==> src/rtl/conv_z_streamer.sv <==
// conv_z_streamer: drains the Z result memory onto a valid/ready stream.
// After the convolver signals done, Z[0..sizeZ-1] is read through a
// synchronous-read port. Each sample is delivered as one beat, and the final
// beat carries a last marker. A 2-entry buffer covers the one-cycle read
// latency, so the block sustains one beat per cycle under back-pressure.
// Optional build macro: CONV_Z_STREAM_SAT_EN clamps output data to SAT_MAX.
module conv_z_streamer #(
    parameter int          DATA_WIDTH_OUT    = 16,
    parameter int          ADDRESS_WIDTH_OUT = 6,
    parameter int unsigned SAT_MAX           = 4095
) (
    input  logic                         clk,
    input  logic                         rst,
    input  logic                         done_i,
    input  logic [ADDRESS_WIDTH_OUT-1:0] size_z_i,
    output logic [ADDRESS_WIDTH_OUT-1:0] mem_z_addr_o,
    output logic                         mem_z_rd_o,
    input  logic [DATA_WIDTH_OUT-1:0]    mem_z_data_i,
    output logic [DATA_WIDTH_OUT-1:0]    m_data_o,
    output logic                         m_valid_o,
    input  logic                         m_ready_i,
    output logic                         m_last_o,
    output logic                         busy_o,
    output logic                         done_o
);

    localparam logic [1:0] ST_IDLE   = 2'd0;
    localparam logic [1:0] ST_STREAM = 2'd1;
    localparam logic [1:0] ST_FINISH = 2'd2;

`ifdef CONV_Z_STREAM_SAT_EN
    localparam bit SAT_EN = 1'b1;
`else
    localparam bit SAT_EN = 1'b0;
`endif
    localparam logic [DATA_WIDTH_OUT-1:0] SAT_VAL = DATA_WIDTH_OUT'(SAT_MAX);

    logic [1:0]                   state_reg;
    logic [ADDRESS_WIDTH_OUT-1:0] size_reg;
    logic [ADDRESS_WIDTH_OUT-1:0] rd_idx_reg;
    logic [ADDRESS_WIDTH_OUT-1:0] beat_idx_reg;
    logic [ADDRESS_WIDTH_OUT-1:0] addr_reg;
    logic                         inflight_reg;
    logic [1:0]                   cnt_reg;
    logic                         wr_ptr_reg;
    logic                         rd_ptr_reg;
    logic [DATA_WIDTH_OUT-1:0]    buf_q [2];

    logic                         in_stream;
    logic [1:0]                   occ_total;
    logic                         rd_issue;
    logic                         valid;
    logic                         pop;
    logic                         pop_buf;
    logic                         push;
    logic                         last_beat;
    logic [DATA_WIDTH_OUT-1:0]    head;

    // Read issue, buffer bookkeeping and stream-side decode.
    // Returning read data counts as a buffer entry: when the buffer is empty
    // it is presented directly, which gives first valid one cycle after issue.
    always_comb begin
        in_stream = (state_reg == ST_STREAM);
        occ_total = cnt_reg + {1'b0, inflight_reg};
        rd_issue  = in_stream && (rd_idx_reg < size_reg) && (occ_total < 2'd2);
        valid     = in_stream && (occ_total != 2'd0);
        pop       = valid && m_ready_i;
        pop_buf   = pop && (cnt_reg != 2'd0);
        push      = inflight_reg && !(pop && (cnt_reg == 2'd0));
        last_beat = (beat_idx_reg == (size_reg - ADDRESS_WIDTH_OUT'(1)));
        head      = (cnt_reg != 2'd0) ? buf_q[rd_ptr_reg] : mem_z_data_i;
    end

    // Output drive; the clamp only affects the outgoing value, never the buffer.
    always_comb begin
        mem_z_rd_o   = rd_issue;
        mem_z_addr_o = rd_issue ? rd_idx_reg : addr_reg;
        m_valid_o    = valid;
        m_last_o     = valid && last_beat;
        m_data_o     = '0;
        if (valid) begin
            m_data_o = (SAT_EN && (head > SAT_VAL)) ? SAT_VAL : head;
        end
        busy_o       = in_stream;
        done_o       = (state_reg == ST_FINISH);
    end

    // Frame control: accept done, count reads and beats, finish after last beat.
    always_ff @(posedge clk or negedge rst) begin
        if (!rst) begin
            state_reg    <= ST_IDLE;
            size_reg     <= '0;
            rd_idx_reg   <= '0;
            beat_idx_reg <= '0;
        end else begin
            case (state_reg)
                ST_IDLE: begin
                    if (done_i) begin
                        size_reg     <= size_z_i;
                        rd_idx_reg   <= '0;
                        beat_idx_reg <= '0;
                        state_reg    <= (size_z_i == '0) ? ST_FINISH : ST_STREAM;
                    end
                end
                ST_STREAM: begin
                    if (rd_issue) begin
                        rd_idx_reg <= rd_idx_reg + ADDRESS_WIDTH_OUT'(1);
                    end
                    if (pop) begin
                        beat_idx_reg <= beat_idx_reg + ADDRESS_WIDTH_OUT'(1);
                        if (last_beat) begin
                            state_reg <= ST_FINISH;
                        end
                    end
                end
                ST_FINISH: begin
                    state_reg <= ST_IDLE;
                end
                default: begin
                    state_reg <= ST_IDLE;
                end
            endcase
        end
    end

    // Address hold register so the RAM address is stable between reads.
    always_ff @(posedge clk or negedge rst) begin
        if (!rst) begin
            addr_reg <= '0;
        end else if (rd_issue) begin
            addr_reg <= rd_idx_reg;
        end
    end

    // In-flight flag, occupancy count and buffer pointers.
    always_ff @(posedge clk or negedge rst) begin
        if (!rst) begin
            inflight_reg <= 1'b0;
            cnt_reg      <= 2'd0;
            wr_ptr_reg   <= 1'b0;
            rd_ptr_reg   <= 1'b0;
        end else begin
            inflight_reg <= rd_issue;
            if (push) begin
                wr_ptr_reg <= ~wr_ptr_reg;
            end
            if (pop_buf) begin
                rd_ptr_reg <= ~rd_ptr_reg;
            end
            case ({push, pop_buf})
                2'b10:   cnt_reg <= cnt_reg + 2'd1;
                2'b01:   cnt_reg <= cnt_reg - 2'd1;
                default: cnt_reg <= cnt_reg;
            endcase
        end
    end

    // Buffer storage: each entry captures returning read data when it is
    // the write target and the beat was not consumed straight from the RAM.
    generate
        for (genvar gi = 0; gi < 2; gi++) begin : g_buf
            logic [DATA_WIDTH_OUT-1:0] entry_reg;

            // Entry write on push to this slot.
            always_ff @(posedge clk or negedge rst) begin
                if (!rst) begin
                    entry_reg <= '0;
                end else if (push && (wr_ptr_reg == 1'(gi))) begin
                    entry_reg <= mem_z_data_i;
                end
            end

            assign buf_q[gi] = entry_reg;
        end
    endgenerate

endmodule

==> config.mk <==
export PLATFORM = sky130hd
export DESIGN_NAME = conv_z_streamer
export DESIGN_NICKNAME = d
export VERILOG_FILES = /design/src/rtl/conv_z_streamer.sv
export SDC_FILE = /design/constraint.sdc
export NUM_CORES = 1
export LEC_CHECK = 0
export ABC_AREA = 0
export CORE_MARGIN = 2
export CORE_UTILIZATION = 57
export DETAILED_ROUTE_END_ITERATION = 12
export DONT_BUFFER_PORTS = 1
export PLACE_DENSITY = 0.75
export SYNTH_ARGS = -nofsm -noshare
export SYNTH_HDL_FRONTEND = slang
export SYNTH_SLANG_ARGS = --single-unit
==> constraint.sdc <==
create_clock -name clk -period 2.3 [get_ports clk]
set_input_delay 0.345 -clock clk [delete_from_list [all_inputs] [get_ports clk]]
set_output_delay 0.345 -clock clk [all_outputs]
set_load 0.01 [all_outputs]
### Word-level counts from Yosys, hierarchy flattened

Index checks and enable logic that the tools add are counted.

| storage, ports and cells | value |
|---|---|
| bits in registers | 63 |
| bits of input ports | 26 |
| output and inout port bits | 27 |
| word-level logic and storage cells | 71 |

| cells by class | value |
|---|---|
| add/subtract/negate cells | 6 |
| order comparisons | 3 |
| equal/unequal tests | 9 |
| multiplexer cells | 17 |
| bitwise logic cells | 3 |
| reduce and logical (&&, ||, !) cells | 22 |

Operator list:

| cell | number |
|---|---|
| two-way mux 16 bit | 5 |
| two-way mux 6 bit | 4 |
| case mux 6 bit (2 select lines) | 2 |
| adder 6 x 1 -> 6 bit (second input constant) | 2 |
| logical AND 1 bit | 10 |
| AND reduction 3 bit | 3 |
| two-way mux 2 bit | 4 |
| case mux 2 bit (2 select lines) | 2 |
| nonzero test 2 bit | 4 |
| equality test 6 bit | 1 |
| zero test 6 bit | 1 |
| less-than comparator 6 bit | 1 |
| inequality test 2 x 1 -> 1 bit (second input constant) | 3 |
| subtractor 6 x 1 -> 6 bit (second input constant) | 1 |
| equality test 2 x 1 -> 1 bit (second input constant) | 2 |
| equality test 2 bit (second input constant) | 2 |
| zero test 2 bit | 2 |
| adder 2 x 1 -> 2 bit | 1 |
| adder 2 x 1 -> 2 bit (second input constant) | 1 |
| >= comparator 2 bit (second input constant) | 1 |
| less-than comparator 2 bit (second input constant) | 1 |
| inequality test 2 bit (second input constant) | 1 |
| NOT 1 bit | 2 |
| NOT 1 -> 2 bit | 1 |
| other kinds (3) | 3 |

### Longest topological paths before layout

Gate-level depths: netlist of run 1.

| depth | value |
|---|---|
| word-level depth | 9 |
| depth in mapped cells | 9 |
| gate-level depth less buffers | 8 |

### Worst setup path after synthesis of run 1

No wires, ideal clock.

| path | value |
|---|---|
| path type | reg2out |
| from | reg size_reg[5] |
| to | out mem_z_addr_o[0] |
| arrival time | 1.995 ns |
| required time | 1.955 ns |
| setup slack | -0.040 ns |
| cell stages (with the launch flop) | 7 |
| path buffers | 1 |
| cells stage by stage | dfrtp_1 > inv_1 > ha_1 > a2111oi_2 > o21a_1 > buf_2 > mux2_2 |

| on the way | value |
|---|---|
| longest elaborated chain between the ends | 4 |

Ends and longest elaborated chain:

| item | RTL line | source |
|---|---|---|
| from (decl) | 39 | `logic [ADDRESS_WIDTH_OUT-1:0] size_reg;` |
| from (signal assigned) | 99 | `size_reg <= size_z_i;` |
| less-than comparator 6 bit | 65 | `rd_issue = in_stream && (rd_idx_reg < size_reg) && (occ_total < 2'd2);` |
| logical AND 1 bit (2 in a row) | 65 |  |
| via mem_z_rd_o | 17 | `output logic mem_z_rd_o,` |
| two-way mux 6 bit | - |  |
| to (decl) | 16 | `output logic [ADDRESS_WIDTH_OUT-1:0] mem_z_addr_o,` |

The timed path passes the listed nets, and every way through them passes these cells.

### Worst setup path in the final report of run 1

| path | value |
|---|---|
| from | reg size_reg[5] |
| to | out mem_z_addr_o[0] |

| on the way | value |
|---|---|
| longest elaborated chain between the ends | 4 |

Ends and longest elaborated chain:

| item | RTL line |
|---|---|
| less-than comparator 6 bit | 65 |
| logical AND 1 bit (2 in a row) | 65 |
| two-way mux 6 bit | - |

Every way passes these cells.

==> results of run 1 <==
==> per-layer routing <==
metal | routed length [µm] | vias to the layer above | track usage
li1 | - | 1094 | -
met1 | 3000 | 1124 | 0.304
met2 | 3300 | 36 | 0.355
met3 | 268 | 9 | 0.0588
met4 | 92 | 0 | 0.0931
met5 | 0 | - | 0
==> final cells by class <==
cell class | count | area, µm²
clock buffers | 13 | 169
inverters | 10 | 37.5
fillers | 400 | 1590
repair buffers | 35 | 298
flip-flops and latches | 63 | 1580
clock inverters | 3 | 40.0
multi-input cells | 205 | 1700
well taps | 72 | 90.1
==> synthesized netlist by cell type (2+ instances only) <==
cell type / count
dfrtp_1: 63
nor2_1: 24
nor3_1: 4
xor2_1: 4
clkbuf_1: 7
or2_2: 2
a21oi_1: 5
nand2_1: 20
nand2b_1: 5
inv_1: 9
o211ai_1: 2
o21a_1: 2
buf_1: 2
a211oi_1: 16
or3_1: 4
mux2_2: 29
nor2b_1: 4
xnor2_1: 9
and4_1: 3
mux2_1: 9
nand3_1: 5
mux2i_1: 21
ha_1: 10
buf_2: 3
nor4_1: 2
o21ai_0: 14
==> worst max path at each step <==
stage	startpoint	endpoint	slack (ps)	depth (start not counted)
4_1_cts	size_reg[4]	mem_z_addr_o[4]	-60	6
6_report	size_reg[5]	mem_z_addr_o[0]	-60	6
5_1_grt	size_reg[5]	mem_z_addr_o[1]	-140	6
3_5_place_dp	size_reg[5]	mem_z_addr_o[4]	40	6
3_3_place_gp	size_reg[5]	mem_z_addr_o[4]	60	6
2_1_floorplan	size_reg[5]	mem_z_addr_o[0]	40	6
==> logic make-up (layout without fill, tap and decap cells) <==
kind of cell	after synthesis	count (layout)	synth area share
buffers and inverters	24	61	0.0324
and+or+nand+nor	77	77	0.115
xor gates and xnor gates	13	13	0.0351
adders and majority gates	10	10	0.0386
muxes	59	59	0.197
DFF	63	63	0.486
AOI/OAI and AO/OA	46	46	0.0964
==> worst register-to-register path: stages (launching register included) <==
cell	delay [ps]
dfrtp_1	390
ha_2	200
xor2_2	180
o211ai_2	230
o21ai_2	100
buf_4	150
nor2_2	100
buf_4	230
mux2_2	360
==> metrics by stage <==
| stage | hold WS [ps] | std cells | util | worst slack (ps) | cell area [µm²] |
|---|---|---|---|---|---|
| finish | 135 | 401 | 0.711 | -61.0 | 3920 |
| global placement | 50.7 | 371 | 0.626 | 56.7 | 3450 |
| detailed placement | 50.9 | 371 | 0.626 | 35.4 | 3450 |
| floorplan | 49.4 | 292 | - | 43.5 | 3260 |
| CTS | 120 | 399 | 0.694 | -56.7 | 3820 |
| global route | 132 | 401 | 0.711 | -140 | 3920 |
==> power by group through the flow <==
stage	Sequential (µW)	Clock (µW)	Combinational [µW]
after floorplan	1970	0	2730
after global placement	2090	0	3520
after detailed placement	2130	0	3610
after CTS	2080	1010	4000
after global routing	2170	1060	4650
final	2090	991	4260
==> repair_timing <==
item / 4_1_cts / 5_1_grt
pin swaps: 1 / 1
hold buffers: 2 / 0
endpoints found under the hold margin: 63 / 0
endpoints found under the setup margin: 24 / 15
buffers inserted: 10 / 2
resized for setup: 16 / 14
==> out/summary.log, run 1 <==
qor: drt.vias 2263
qor: pwr.int_power 4340 µW
qor: logic_synthesis.yosys_most_used_dff dfrtp_1
qor: logic_synthesis.postSynthNetCount 328
qor: place.gp_routability_congestion 0.816
qor: place.port_buffers 0
qor: status.outcome finished with violations
qor: setup_path.cp_cell_sequence inv_2, ha_4, a2111oi_4, o21a_1, buf_4, mux2_4
qor: sta.final_hold_fails 0
qor: drt.wirelength 6.66 mm
qor: setup_path.timing.critical_path.fanout_max 4
qor: worst_hold_path.min_delay_src size_z_i[2]
qor: setup_path.cp_slowest_cell dfrtp_1
qor: logic_synthesis.synth_seq_cells 63
qor: grt.global_route.usage.total 0.228
qor: sta.totalNegativeSetupSlack -345 ps
qor: drt.vias_per_cell 5.64
qor: drt.post_drt_wl_per_cell 16.6 µm
qor: sta.worst-slew-pin-transition 430 ps
qor: sta.clock_skew 6.56 ps
qor: drt.drtAntennaViolNets 0
qor: worst_hold_path.worst_hold_path_type in2reg
qor: pwr.p_leak 0.00175 µW
qor: sta.period_utilization 1.03
qor: logic_synthesis.synth_warnings 0
qor: grt.number_of_global_route_vias_before_repair 2274
qor: logic_synthesis.synthTopCellsByArea dfrtp_1 49%, mux2_2 10%, mux2i_1 6.5%, ha_1 3.9%, a211oi_1 3.7%
qor: setup_path.reg2regPathDepth 8
qor: status.failed_checks negative setup slack
qor: clocking.cts_sinks 63
qor: clocking.worstSkewPairLatency 330 ps
qor: sta.setup_viol 6
qor: logic_synthesis.syn-mean-instance-area 11.1 µm²
qor: layout.final_common_cell dfrtp_1
qor: logic_synthesis.yosys.area.top_type_share 0.486
qor: clocking.max_h_tree_level 3
qor: setup_path.arrival 2020 ps
qor: setup_path.endpoint_of_the_lowest_slack_register_to_register_path g_buf[1].entry_reg[7]
qor: floorplanning.rows 27
qor: pwr.switching_power_of_the_nets 2990 µW
qor: floorplanning.die_width 79.4 µm
qor: grt.grt_first_pass_wirelength 10.9 mm
qor: sta.maxSlewHeadroom 0.712
qor: layout.number_of_flip_flops_under_the_largest_register_name 32
qor: logic_synthesis.ys_types 40
qor: floorplanning.initial_utilization 0.589
qor: pwr.switching_share 0.408
qor: sta.rsz0062_at_grt yes
qor: setup_path.wp_data_required 1960 ps
qor: sta.setup_ws -61.0 ps
qor: pwr.combinational_cell_fraction_of_total_power 0.580
qor: grt.grt_max_degree 64
qor: setup_path.regToRegSetupSlack 250 ps
qor: pwr.max-vdd-ir-drop 1.02 mV
qor: layout.design.final.nets 360
qor: pwr.sequentialPowerShare 0.285
qor: floorplanning.design.portCount 53
qor: drt.drt_first_pass_iters 4
qor: layout.antennaDiodeCount 0
qor: flow_run.max_cap_violations 0
qor: pwr.clock_network_power_share 0.135
qor: logic_synthesis.cell_taking_the_most_area_after_synthesis dfrtp_1
qor: sta.slew_viol_final 0
qor: sta.fin_crit 2360 ps
qor: clocking.cts.root.buffer_cell clkbuf_8
qor: logic_synthesis.mappedNetlistArea 3240 µm²
qor: logic_synthesis.syn-instance-count 292
qor: logic_synthesis.synth_enable_flop_cells 0
qor: drt.drcViolationCount 0
qor: logic_synthesis.synth-seq-area-share 0.486
qor: grt.grt-ovfl-total 0
qor: setup_path.worstSetupPathType reg2out
qor: pwr.power_per_cell_area 1870 nW/µm²
qor: setup_path.crit-reg2reg-launch inflight_reg
qor: setup_path.critical_path_buf_inv_count 2
qor: floorplanning.floorplan.core_area 5510 µm²
qor: drt.iter_0_drt_violations 112
qor: grt.antenna_found_initial 0
qor: floorplanning.die_height 79.4 µm
qor: clocking.clk_pin_slew_worst_paths 70 ps
qor: layout.mostFrequentLayoutCells 60 x dfrtp_1, 32 x buf_4, 24 x nor2_1, 23 x mux2_2, 21 x mux2i_1
qor: pwr.power 7330 µW
qor: clocking.inserted_clock_buffers 9
qor: worst_hold_path.hold-path-endpoint size_reg[2]
qor: clocking.tritoncts done
qor: sta.clock.fmax 424 MHz
qor: setup_path.crit_path_max_incr_delay 390 ps
qor: layout.syn_to_final_growth 20.7%
qor: logic_synthesis.async_flop_share 1.00
qor: clocking.clk_path_buf_depth 2
qor: setup_path.path_delay_family compound AO/OA/AOI/OAI gates
qor: place.estimated_wirelength_of_the_detail_placed_design 4.32 mm
qor: floorplanning.die_area 6310 µm²
qor: layout.fraction_of_final_layout_cells_with_drive_strength_greater_than_1 0.331
qor: worst_hold_path.hold_depth 2
qor: setup_path.worst_setup_path_start_kind flip-flop
qor: setup_path.cp-end-kind output pin
Note: power is estimated with default switching activity, not from simulation.
==> run 2: changes to the inputs <==
--- a/config.mk
+++ b/config.mk
@@ -6,11 +6,13 @@
 export NUM_CORES = 1
 export LEC_CHECK = 0
 export ABC_AREA = 0
+export CELL_PAD_IN_SITES_DETAIL_PLACEMENT = 1
+export CELL_PAD_IN_SITES_GLOBAL_PLACEMENT = 1
 export CORE_MARGIN = 2
-export CORE_UTILIZATION = 57
+export CORE_UTILIZATION = 45
 export DETAILED_ROUTE_END_ITERATION = 12
 export DONT_BUFFER_PORTS = 1
-export PLACE_DENSITY = 0.75
+export PLACE_DENSITY_LB_ADDON = 0.1
 export SYNTH_ARGS = -nofsm -noshare
 export SYNTH_HDL_FRONTEND = slang
 export SYNTH_SLANG_ARGS = --single-unit
==> out/summary.log, run 2 (synthesized netlist as in run 1, its figures left out) <==
qor: layout.num-fill-cells 710 [+78%]
qor: drt.vias_per_cell 5.42 [-4.0%]
qor: sta.clock.fmax 417 MHz [-1.5%]
qor: floorplanning.rows 30 [+11%]
qor: status.failed_checks negative setup slack
qor: clocking.cts_sinks 63 [unchanged]
qor: layout.seqCellArea 1580 µm² [unchanged]
qor: clocking.max_h_tree_level 3 [unchanged]
qor: place.port_buffers 0 [unchanged]
qor: flow_run.max_cap_violations 0 [unchanged]
qor: drt.drcViolationCount 0 [unchanged]
qor: pwr.max-vdd-ir-drop 1.17 mV [+14%]
qor: sta.maxSlewHeadroom 0.736 [+0.0239]
qor: layout.syn_to_final_growth 25.6%
qor: sta.period_utilization 1.04 [+0.0153]
qor: layout.number_of_flip_flops_under_the_largest_register_name 32 [unchanged]
qor: drt.wirelength 7.76 mm [+17%]
qor: floorplanning.floorplan.core_area 6870 µm² [+25%]
qor: sta.rsz0062_at_grt yes
qor: drt.wl_met2 3.90 mm [+18%]
qor: floorplanning.die_height 88.9 µm [+12%]
qor: setup_path.reg2regPathDepth 7 [-1]
qor: setup_path.worst_setup_path_start_kind flip-flop
qor: pwr.p_leak 0.00181 µW [+3.7%]
qor: setup_path.endpoint_of_the_lowest_slack_register_to_register_path state_reg[0]
qor: worst_hold_path.worst_hold_path_type in2reg
qor: setup_path.cp_slowest_cell dfrtp_1
qor: layout.antennaDiodeCount 0 [unchanged]
qor: setup_path.path_delay_family compound AO/OA/AOI/OAI gates
qor: setup_path.regToRegSetupSlack 250 ps [about the same]
qor: grt.grt-ovfl-total 0 [unchanged]
qor: worst_hold_path.min_delay_src size_z_i[1]
qor: floorplanning.die_area 7900 µm² [+25%]
qor: setup_path.arrival 2050 ps [+30 ps]
qor: drt.iter_0_drt_violations 63 [-44%]
qor: layout.mostFrequentLayoutCells 60 x dfrtp_1, 40 x buf_4, 24 x nor2_1, 23 x mux2_2, 21 x mux2i_1
qor: sta.setup_ws -96.2 ps [-35.2 ps]
qor: clocking.tritoncts done
qor: drt.drt_first_pass_iters 7 [+3]
qor: sta.final_hold_fails 0 [unchanged]
qor: setup_path.cp-end-kind output pin
qor: setup_path.crit_path_max_incr_delay 410 ps [+20 ps]
qor: setup_path.wp_data_required 1960 ps [about the same]
qor: drt.highest-signal-layer met4
qor: drt.met3RoutedLength 227 µm [-15%]
qor: floorplanning.die_width 88.9 µm [+12%]
qor: grt.number_of_global_route_vias_before_repair 2554 [+12%]
qor: layout.fraction_of_final_layout_cells_with_drive_strength_greater_than_1 0.342 [+0.0108]
qor: grt.global_route.usage.total 0.211 [-0.0168]
qor: drt.drtAntennaViolNets 0 [unchanged]
qor: setup_path.timing.critical_path.fanout_max 9 [+5]
qor: pwr.power_per_cell_area 1930 nW/µm² [+3.1%]
qor: clocking.inserted_clock_buffers 9 [unchanged]
qor: sta.slew_viol_final 0 [unchanged]
qor: clocking.clk_pin_slew_worst_paths 70 ps [about the same]
qor: drt.wirelength_met1 3.52 mm [+18%]
qor: worst_hold_path.hold_depth 2 [unchanged]
qor: grt.antenna_found_initial 0 [unchanged]
qor: grt.grt_max_degree 64 [unchanged]
qor: place.estimated_wirelength_of_the_detail_placed_design 4.93 mm [+14%]
qor: clocking.worstSkewPairLatency 330 ps [about the same]
qor: sta.totalNegativeSetupSlack -568 ps [-224 ps]
qor: floorplanning.design.portCount 53 [unchanged]
qor: sta.fin_crit 2400 ps [+35.2 ps]
qor: grt.grt_first_pass_wirelength 12.5 mm [+15%]
qor: worst_hold_path.hold-path-endpoint size_reg[1]
qor: clocking.cts.root.buffer_cell clkbuf_8
qor: sta.worst-slew-pin-transition 396 ps [-33.3 ps]
qor: drt.post_drt_wl_per_cell 17.7 µm [+6.7%]
qor: setup_path.crit-reg2reg-launch size_reg[0]
qor: setup_path.cp_cell_sequence ha_2, xor2_2, a2111oi_4, o21a_1, buf_12, mux2_4
qor: sta.fin_hold_ws 127 ps [-7.43 ps]
qor: layout.area_used_by_multi_input_combinational_logic 1680 µm² [-1.3%]
qor: clocking.clk_path_buf_depth 2 [unchanged]
qor: sta.setup_viol 7 [+1]
qor: drt.vias 2372 [+4.8%]
qor: pwr.power 7870 µW [+7.3%]
qor: layout.final_core_area_utilization 0.593 [-0.118]
qor: layout.design.final.nets 373 [+3.6%]
qor: setup_path.critical_path_buf_inv_count 1 [-1]
qor: sta.clock_skew 7.55 ps [+0.983 ps]
qor: floorplanning.initial_utilization 0.472 [-0.117]
qor: setup_path.worstSetupPathType reg2out
qor: status.outcome finished with violations
qor: place.gp_routability_congestion 0.806 [-1.2%]
qor: layout.final_common_cell dfrtp_1
-- run 2: changes by cell type in the layout (fill, tap and decap cells not counted), sizes merged --
cell / change
clkinvlp: +1
buf: +13
clkbuf: +1
clkinv: -2
-- run 2: how the worst max path moves through the flow --
stage / slack (ps) / end / startpoint / cells past startpoint
2_1_floorplan: 40 / mem_z_addr_o[0] / size_reg[5] / 6
3_3_place_gp: 150 / mem_z_addr_o[2] / size_reg[5] / 6
3_5_place_dp: 60 / mem_z_addr_o[2] / size_reg[5] / 6
4_1_cts: -90 / mem_z_addr_o[2] / inflight_reg / 6
5_1_grt: -170 / mem_z_addr_o[3] / inflight_reg / 6
6_report: -100 / mem_z_addr_o[2] / inflight_reg / 6
-- run 2: metrics by stage --
| stage | cell area, µm² | worst slack [ps] | std cells |
|---|---|---|---|
| 6_report | 4080 | -96.2 | 438 |
| 5_1_grt | 4080 | -168 | 438 |
| 4_1_cts | 4000 | -93.9 | 434 |
| 3_5_place_dp | 3580 | 55.6 | 402 |
| 3_3_place_gp | 3580 | 147 | 402 |
| 2_1_floorplan | 3260 | 43.5 | 292 |
-- run 2: what timing repair did --
action                     in CTS  in global routing
pin swaps                       2                  4
hold endpoints to repair       63                  0
gates resized for setup        18                 10
setup endpoints to repair      24                 23
buffers inserted               14                  4
hold buffers                    2                  0
-- run 2: power breakdown --
| part | switching (µW) | internal (µW) |
|---|---|---|
| combinational | 2330 | 2450 |
| clock | 417 | 591 |
| sequential | 393 | 1680 |
-- run 2: worst reg2reg max path, cell delays in order (launching register included) --
cell     delay [ps]
dfrtp_1         360
inv_1            60
ha_1            220
or3_1           380
a31o_1          210
buf_4           140
or3_1           370
and3_1          200
-- run 2: layout make-up --
| class | count | area share |
|---|---|---|
| Tap cell | 96 | 0.0295 |
| Inverter | 10 | 0.00921 |
| Sequential cell | 63 | 0.388 |
| Multi-Input combinational cell | 205 | 0.412 |
| Clock buffer | 14 | 0.0424 |
| Clock inverter | 2 | 0.00921 |
| Timing Repair Buffer | 48 | 0.110 |
-- run 2: per-layer routing --
| layer | vias to the layer above | GRT usage |
|---|---|---|
| li1 | 1122 | - |
| met1 | 1196 | 0.278 |
| met2 | 44 | 0.350 |
| met3 | 10 | 0.0462 |
| met4 | 0 | 0.0647 |
| met5 | - | 0 |
